### src/rtl/vga_vram_arbiter.sv
// Framebuffer RAM arbiter: bursts one display line into a ping-pong line buffer
// on each line_start, while reserving periodic slots for a pixel writer.
module vga_vram_arbiter #(
  parameter int H_ACTIVE = 800,
  parameter int V_ACTIVE = 600,
  parameter int DATA_W   = 12,
  parameter int ADDR_W   = 19,
  parameter int RD_LAT   = 1,
  parameter int WR_EVERY = 8
) (
  input  logic              MAX10_CLK1_50,
  input  logic              reset_n,
  input  logic              line_start,
  input  logic [9:0]        line_num,
  input  logic              wr_valid,
  input  logic [ADDR_W-1:0] wr_addr,
  input  logic [DATA_W-1:0] wr_data,
  output logic              wr_ready,
  output logic [ADDR_W-1:0] ram_addr,
  output logic              ram_we,
  output logic [DATA_W-1:0] ram_wdata,
  input  logic [DATA_W-1:0] ram_rdata,
  output logic              lb_we,
  output logic              lb_bank,
  output logic [9:0]        lb_addr,
  output logic [DATA_W-1:0] lb_wdata,
  output logic              fetch_busy,
  output logic              overrun,
  output logic              wr_err
);

  localparam int CYC_W = $clog2(WR_EVERY + 1);
  localparam logic [ADDR_W-1:0] PIX_LIMIT = ADDR_W'(H_ACTIVE * V_ACTIVE);
  localparam logic [9:0]        LINE_LIMIT = 10'(V_ACTIVE);
  localparam logic [9:0]        LAST_PIX   = 10'(H_ACTIVE - 1);
  localparam logic [CYC_W-1:0]  LAST_CYC   = CYC_W'(WR_EVERY - 1);

  typedef enum logic [1:0] {IDLE, FETCH, DRAIN} state_t;

  typedef struct packed {
    logic       valid;
    logic [9:0] pix;
  } rd_tag_t;

  state_t            state_q, state_d;
  logic [ADDR_W-1:0] base_q;
  logic [9:0]        pix_q;
  logic [CYC_W-1:0]  cyc_q;
  logic              bank_q;
  rd_tag_t           pipe_q [RD_LAT];

  logic start;
  logic rd_slot;
  logic wr_grant;
  logic drain_done;
  logic in_range;

  // Only the stages before the output matter: the last stage drains this cycle.
  always_comb begin
    drain_done = 1'b1;
    for (int i = 0; i < RD_LAT - 1; i++) begin
      if (pipe_q[i].valid) drain_done = 1'b0;
    end
  end

  // NOTE: every signal gets a default before the case so no path leaves it
  // unassigned; otherwise synthesis infers a latch.
  always_comb begin
    state_d  = state_q;
    start    = 1'b0;
    rd_slot  = 1'b0;
    wr_grant = 1'b0;
    overrun  = 1'b0;
    case (state_q)
      IDLE: begin
        if (line_start && line_num < LINE_LIMIT) begin
          start   = 1'b1;
          state_d = FETCH;
        end else begin
          wr_grant = wr_valid;
        end
      end
      FETCH: begin
        overrun = line_start;
        if (cyc_q == LAST_CYC && wr_valid) begin
          wr_grant = 1'b1;
        end else begin
          rd_slot = 1'b1;
          if (pix_q == LAST_PIX) state_d = DRAIN;
        end
      end
      DRAIN: begin
        overrun  = line_start;
        wr_grant = wr_valid;
        if (drain_done) state_d = IDLE;
      end
      default: state_d = IDLE;
    endcase

    // A cycle spent in reset never grants, reads or flags anything.
    if (!reset_n) begin
      start    = 1'b0;
      rd_slot  = 1'b0;
      wr_grant = 1'b0;
      overrun  = 1'b0;
    end

    in_range  = wr_addr < PIX_LIMIT;
    wr_ready  = wr_grant;
    ram_we    = wr_grant && in_range;
    wr_err    = wr_grant && !in_range;
    ram_wdata = wr_grant ? wr_data : '0;
    if (rd_slot)       ram_addr = base_q + ADDR_W'(pix_q);
    else if (wr_grant) ram_addr = wr_addr;
    else               ram_addr = '0;
  end

  // NOTE: sequential state uses non-blocking assignments so every register
  // samples the pre-edge values regardless of statement order.
  always_ff @(posedge MAX10_CLK1_50) begin
    if (!reset_n) state_q <= IDLE;
    else          state_q <= state_d;
  end

  always_ff @(posedge MAX10_CLK1_50) begin
    if (!reset_n) begin
      base_q <= '0;
      pix_q  <= '0;
      cyc_q  <= '0;
      bank_q <= 1'b0;
      // NOTE: the read-tag pipeline is a short register chain, not a RAM, so it
      // is reset; that guarantees no stale lb_we escapes after an aborted burst.
      for (int i = 0; i < RD_LAT; i++) pipe_q[i] <= '0;
    end else begin
      if (start) begin
        base_q <= ADDR_W'(line_num) * ADDR_W'(H_ACTIVE);
        pix_q  <= '0;
        cyc_q  <= '0;
        bank_q <= ~bank_q;
      end else if (state_q == FETCH) begin
        cyc_q <= (cyc_q == LAST_CYC) ? '0 : cyc_q + CYC_W'(1);
        if (rd_slot) pix_q <= pix_q + 10'd1;
      end
      pipe_q[0] <= '{valid: rd_slot, pix: pix_q};
      for (int i = 1; i < RD_LAT; i++) pipe_q[i] <= pipe_q[i-1];
    end
  end

  assign lb_we      = pipe_q[RD_LAT-1].valid;
  assign lb_addr    = pipe_q[RD_LAT-1].pix;
  assign lb_wdata   = lb_we ? ram_rdata : '0;
  assign lb_bank    = bank_q;
  assign fetch_busy = (state_q != IDLE);

endmodule
### config.mk
export PLATFORM = sky130hd
export DESIGN_NAME = vga_vram_arbiter
export DESIGN_NICKNAME = d
export VERILOG_FILES = /design/src/rtl/vga_vram_arbiter.sv
export SDC_FILE = /design/constraint.sdc
export NUM_CORES = 1
export LEC_CHECK = 0
export ABC_AREA = 1
export CAP_MARGIN = 20
export CORE_UTILIZATION = 40
export DETAILED_ROUTE_END_ITERATION = 16
export HOLD_SLACK_MARGIN = 0.1
export PLACE_DENSITY = 0.73
export SLEW_MARGIN = 0
export SYNTH_ARGS = -nofsm -noshare
export SYNTH_HDL_FRONTEND = slang
export SYNTH_SLANG_ARGS = --single-unit
export TNS_END_PERCENT = 100
### constraint.sdc
create_clock -name MAX10_CLK1_50 -period 3.4 [get_ports MAX10_CLK1_50]
set_input_delay 1.02 -clock MAX10_CLK1_50 [delete_from_list [all_inputs] [get_ports MAX10_CLK1_50]]
set_output_delay 1.02 -clock MAX10_CLK1_50 [all_outputs]
set_load 0.05 [all_outputs]
; ---- Word-level counts from Yosys, hierarchy flattened
; Memory sizes are Yosys's and may differ from the RTL's.
; Index checks and enable logic that the tools add are counted.
[word_totals]
reg_bits = 31
mem_bits_rw = 11
input_bits = 57
out_inout_bits = 60
elab_cells = 58
mem_count = 1
[mem_list]
columns = memory, words, width, rd, rd_clocked_by_memory_dff, write_ports, line
row1 = pipe_q, 1, 11, 1, 0, 1, 50  ; rd_tag_t pipe_q [RD_LAT];
[op_classes]
add_sub_neg = 3
multipliers = 1
magnitude_cmp = 2
n_eq_ne = 7
mux = 25
bitwise = 2
n_reduce_logical = 12
[ops]
columns = cell, n
row1 = $mux W19, 2
row2 = $mux W12, 2
row3 = $add A19 B10 Y19, 1
row4 = $lt A19 B19 Y1 const B, 1
row5 = $mul A10 B5 Y14 const B, 1
row6 = $mux W1, 14
row7 = $mux W11, 1
row8 = $reduce_or A11 Y1, 1
row9 = $add A10 B1 Y10 const B, 1
row10 = $eq A10 B10 Y1 const B, 1
row11 = $lt A10 B10 Y1 const B, 1
row12 = $mux W2, 3
row13 = $ne A2 B2 Y1 const B, 3
row14 = $add A4 B1 Y4 const B, 1
row15 = $eq A4 B3 Y1 const B, 1
row16 = $logic_and A1 B1 Y1, 4
row17 = $mux W4, 1
row18 = $pmux W2 S2, 1
row19 = $reduce_or A2 Y1, 2
row20 = $pmux W1 S3, 1
row21 = $reduce_and A3 Y1, 1
row22 = $eq A2 B1 Y1 const B, 1
row23 = $eq A2 B2 Y1 const B, 1
row24 = $logic_not A2 Y1, 1
row25 = 4 further kinds, 5

; ---- Depth between registers and ports, before layout
[logic_depth]
ltp_word = 7
depth_mapped = 16
depth_no_buf = 16

; ---- Worst setup path after synthesis
; OpenSTA, ideal clock, no wires.
[synth_timing]
path_type = input-to-output
start = input line_num[8]
end = output ram_addr[11]
arrival_time_ps = 2836
t_required_ps = 2380
slack_ps = -456
cell_stages = 10
path_buffers = 0
path_cell_list = inv_1 -> ha_1 -> nand2_1 -> nand2_1 -> nor2_1 -> nand2_1 -> nand2_1 -> nand2_2 -> nand2_2 -> o21ai_0
[synth_via]
elab_chain_len = 7
[synth_lines]
columns = element, line
row1 = from (decl), 14  ; input logic [9:0] line_num,
row2 = $lt A10 B10 Y1, 76  ; if (line_start && line_num < LINE_LIMIT) begin
row3 = $logic_and A1 B1 Y1, 76
row4 = $mux W1, 76
row5 = $pmux W1 S3, 74  ; case (state_q)
row6 = $mux W1, 101  ; if (!reset_n) begin
row7 = $mux W19, 114  ; else if (wr_grant) ram_addr = wr_addr;
row8 = $mux W19, 113  ; if (rd_slot) ram_addr = base_q + ADDR_W'(pix_q);
row9 = to (decl), 19  ; output logic [ADDR_W-1:0] ram_addr,
; No other way between the ends.

; ---- Final worst setup path
[layout_timing]
start = input line_num[6]
end = output ram_addr[14]
; The elaborated chain is that of the path after synthesis.

==> results.ini <==
[drt]
num_vias=4159
dr.first_iter.drc_count=191
first_pass_iters=7
post_drt_wl_per_cell_um=13.5
drc=0
antenna_left=0
vias_per_cell=4.93
routed_wl_um=11400

[layout]
postLayoutCoreUtil_pct=69.6
antennaDiodeCount=0
design_area_um2=6070
area_growth_syn_to_layout_pct=67.6
nets=844
drive_above_1_share_pct=23.7

[pwr]
power_density_nw_per_um2=434
power_uw=2630
ir_worst_vdd_v=0.000198
leakage_uw=0.00304

[floorplanning]
dieArea_um2=9430
initial_utilization_pct=41.5
core_region_area_um2=8720
die_y_um=97.1
row_count=34
io_pins=117
fp.dieW_um=97.1

[global_routing]
grt_usage_pct=23.8
grt_pass1_wl_um=18300
grt_overflow=0
grt_pass1_vias=4054
grt_max_degree=25
antenna_found_initial=0

[job]
drv_cap=0

[placed_design]
port_buffers=116
dp.final_hpwl_um=8940
place_area_um2=5620
place.gp.congestion=0.876

[run_status]
status=finished, final reports clean

[yosys]
avgSynthCellArea_um2=6.35
synthFlopType=dfxtp_1
syn_nets=680
yosysWarnings=0
synth_seq_area_share_pct=23.2
synth_area_leaders=dfxtp_1 23%, nand2_1 19%, ha_1 16%
ys_ff_latch=42
synth_area_um2=3620
synth_edf_count=0
synthArstFlopShare_pct=0
synth_cell_types=30
yosysTopAreaCellShare_pct=23.2
synth_area_leader_cell=dfxtp_1
syn_inst=570

[clock_tree]
h-tree-depth=2
clk_latency_ns=0.30
cts.sinks=42
cts_root_buf=clkbuf_8
numCtsBuffers=5
cts.path.max_buffers=2
cts_tree=built
clk_pin_slew_ns=0.08

[sta]
rsz0062_at_grt=yes
max_freq_mhz=299
timing.final.crit_period_ns=3.34
relSlewSlack_pct=65.8
slew_violations=0
setup_viol=0
finClkSkew_ns=0.00521
worstMarginPinSlew_ns=0.511
hold_violations=0
fin_setup_tns_ns=0
min_period_over_period_pct=98.3

[worst_setup_path]
crit_fanout=5
crit_path_end_kind=output port
cp.arrival_ns=2.32
worstSetupPathType=in2out
cp.required_ns=2.38
crit_path_start_kind=primary input

[hold_path]
hold_class=reg2reg

==> cell usage in the layout, fill, tap and decap left out, drive strengths merged, types with 2 or more instances in the layout <==
master / n
dlygate4sd2: 4
o22ai: 9
nand4: 12
nand3b: 4
o21ai: 14
clkinv: 2
dfxtp: 42
fa: 6
buf: 104
nor3: 6
nor2: 45
clkbuf: 5
clkdlybuf4s15: 2
nand2: 192
ha: 47
nand3: 48
inv: 98
xnor2: 3
or2: 3
a21oi: 22
xor2: 3
clkdlybuf4s50: 57
==> registers in the layout (all words and copies together) (netlist names) <==
signal,cells
pix_q,10
base_q,14
pipe_q,11
state_q,2
cyc_q,4
lb_bank,1
==> power breakdown <==
group | switching [µW] | internal [µW]
clock | 180 | 145
sequential | 59.0 | 548
combinational | 965 | 735
total | 1200 | 1430
==> stage by stage <==
step                      std cells  setup WS (ns)  hold WS (ns)
after floorplan                 570         -0.291         0.425
after global placement          829         -0.435         0.444
after detailed placement        829         -0.499         0.444
after CTS                       843        0.00249         0.460
after global routing            843        -0.0507         0.495
final                           843         0.0586         0.456
==> worst paths after layout <==
check	startpoint	to	slack [ns]	depth (start not counted)
min	base_q[9]	base_q[9]	0.46	2
max	line_num[6]	ram_addr[14]	0.06	10
max reg2reg	state_q[0]	pix_q[0]	1.71	7
min reg2reg	base_q[9]	base_q[9]	0.46	2
==> what timing repair did <==
item,in CTS,in global routing
endpoints found under the setup margin,40,38
cloned,1,0
hold buffers,0,0
pin swaps,9,8
gates resized for setup,73,32
buffers inserted,5,0
==> cell type report <==
| type | count | area (µm²) |
|---|---|---|
| Clock buffer | 5 | 68.8 |
| Clock inverter | 3 | 18.8 |
| Inverter | 98 | 372 |
| Tap cell | 108 | 135 |
| Sequential cell | 42 | 841 |
| Timing Repair Buffer | 168 | 1980 |
| Multi-Input combinational cell | 419 | 2650 |
| Fill cell | 705 | 2650 |
==> worst max-delay path: stages <==
cell	delay [ns]
clkdlybuf4s15_1	0.24
ha_4	0.15
nand3_2	0.09
nand2_2	0.08
nand2_4	0.07
nand2_8	0.11
nand2_8	0.08
buf_6	0.15
o21ai_4	0.15
buf_12	0.16
==> cells in the mapped netlist (all sizes together) (4+ instances only) <==
cell type / instances
nand3b: 4
dfxtp: 42
nand3: 48
nand2: 191
ha: 47
o22ai: 9
fa: 6
nor3: 6
a21oi: 22
o21ai: 14
buf: 11
inv: 98
nor2: 45
nand4: 12
==> layer usage <==
| metal | up-vias | part of all wire [%] | track usage, % |
|---|---|---|---|
| met1 | 1883 | 41 | 27.3 |
| met3 | 13 | 5.6 | 3.38 |
| met2 | 138 | 52 | 45.9 |
| li1 | 2125 | - | - |
| met5 | - | 0 | 0 |
| met4 | 0 | 1.5 | 5.74 |
==> logic make-up (layout without fill, tap and decap cells) <==
kind of cell | after synthesis | in the layout | share of synthesized area, %
adder cells (fa/ha/maj) | 53 | 53 | 19.6
buffers and inverters | 110 | 274 | 12.1
AO/OA/AOI/OAI | 48 | 48 | 7.12
AND/OR/NAND/NOR | 311 | 312 | 36.5
XOR/XNOR | 6 | 6 | 1.45
flip-flops | 42 | 42 | 23.2
(Power assumes the default switching activity.)
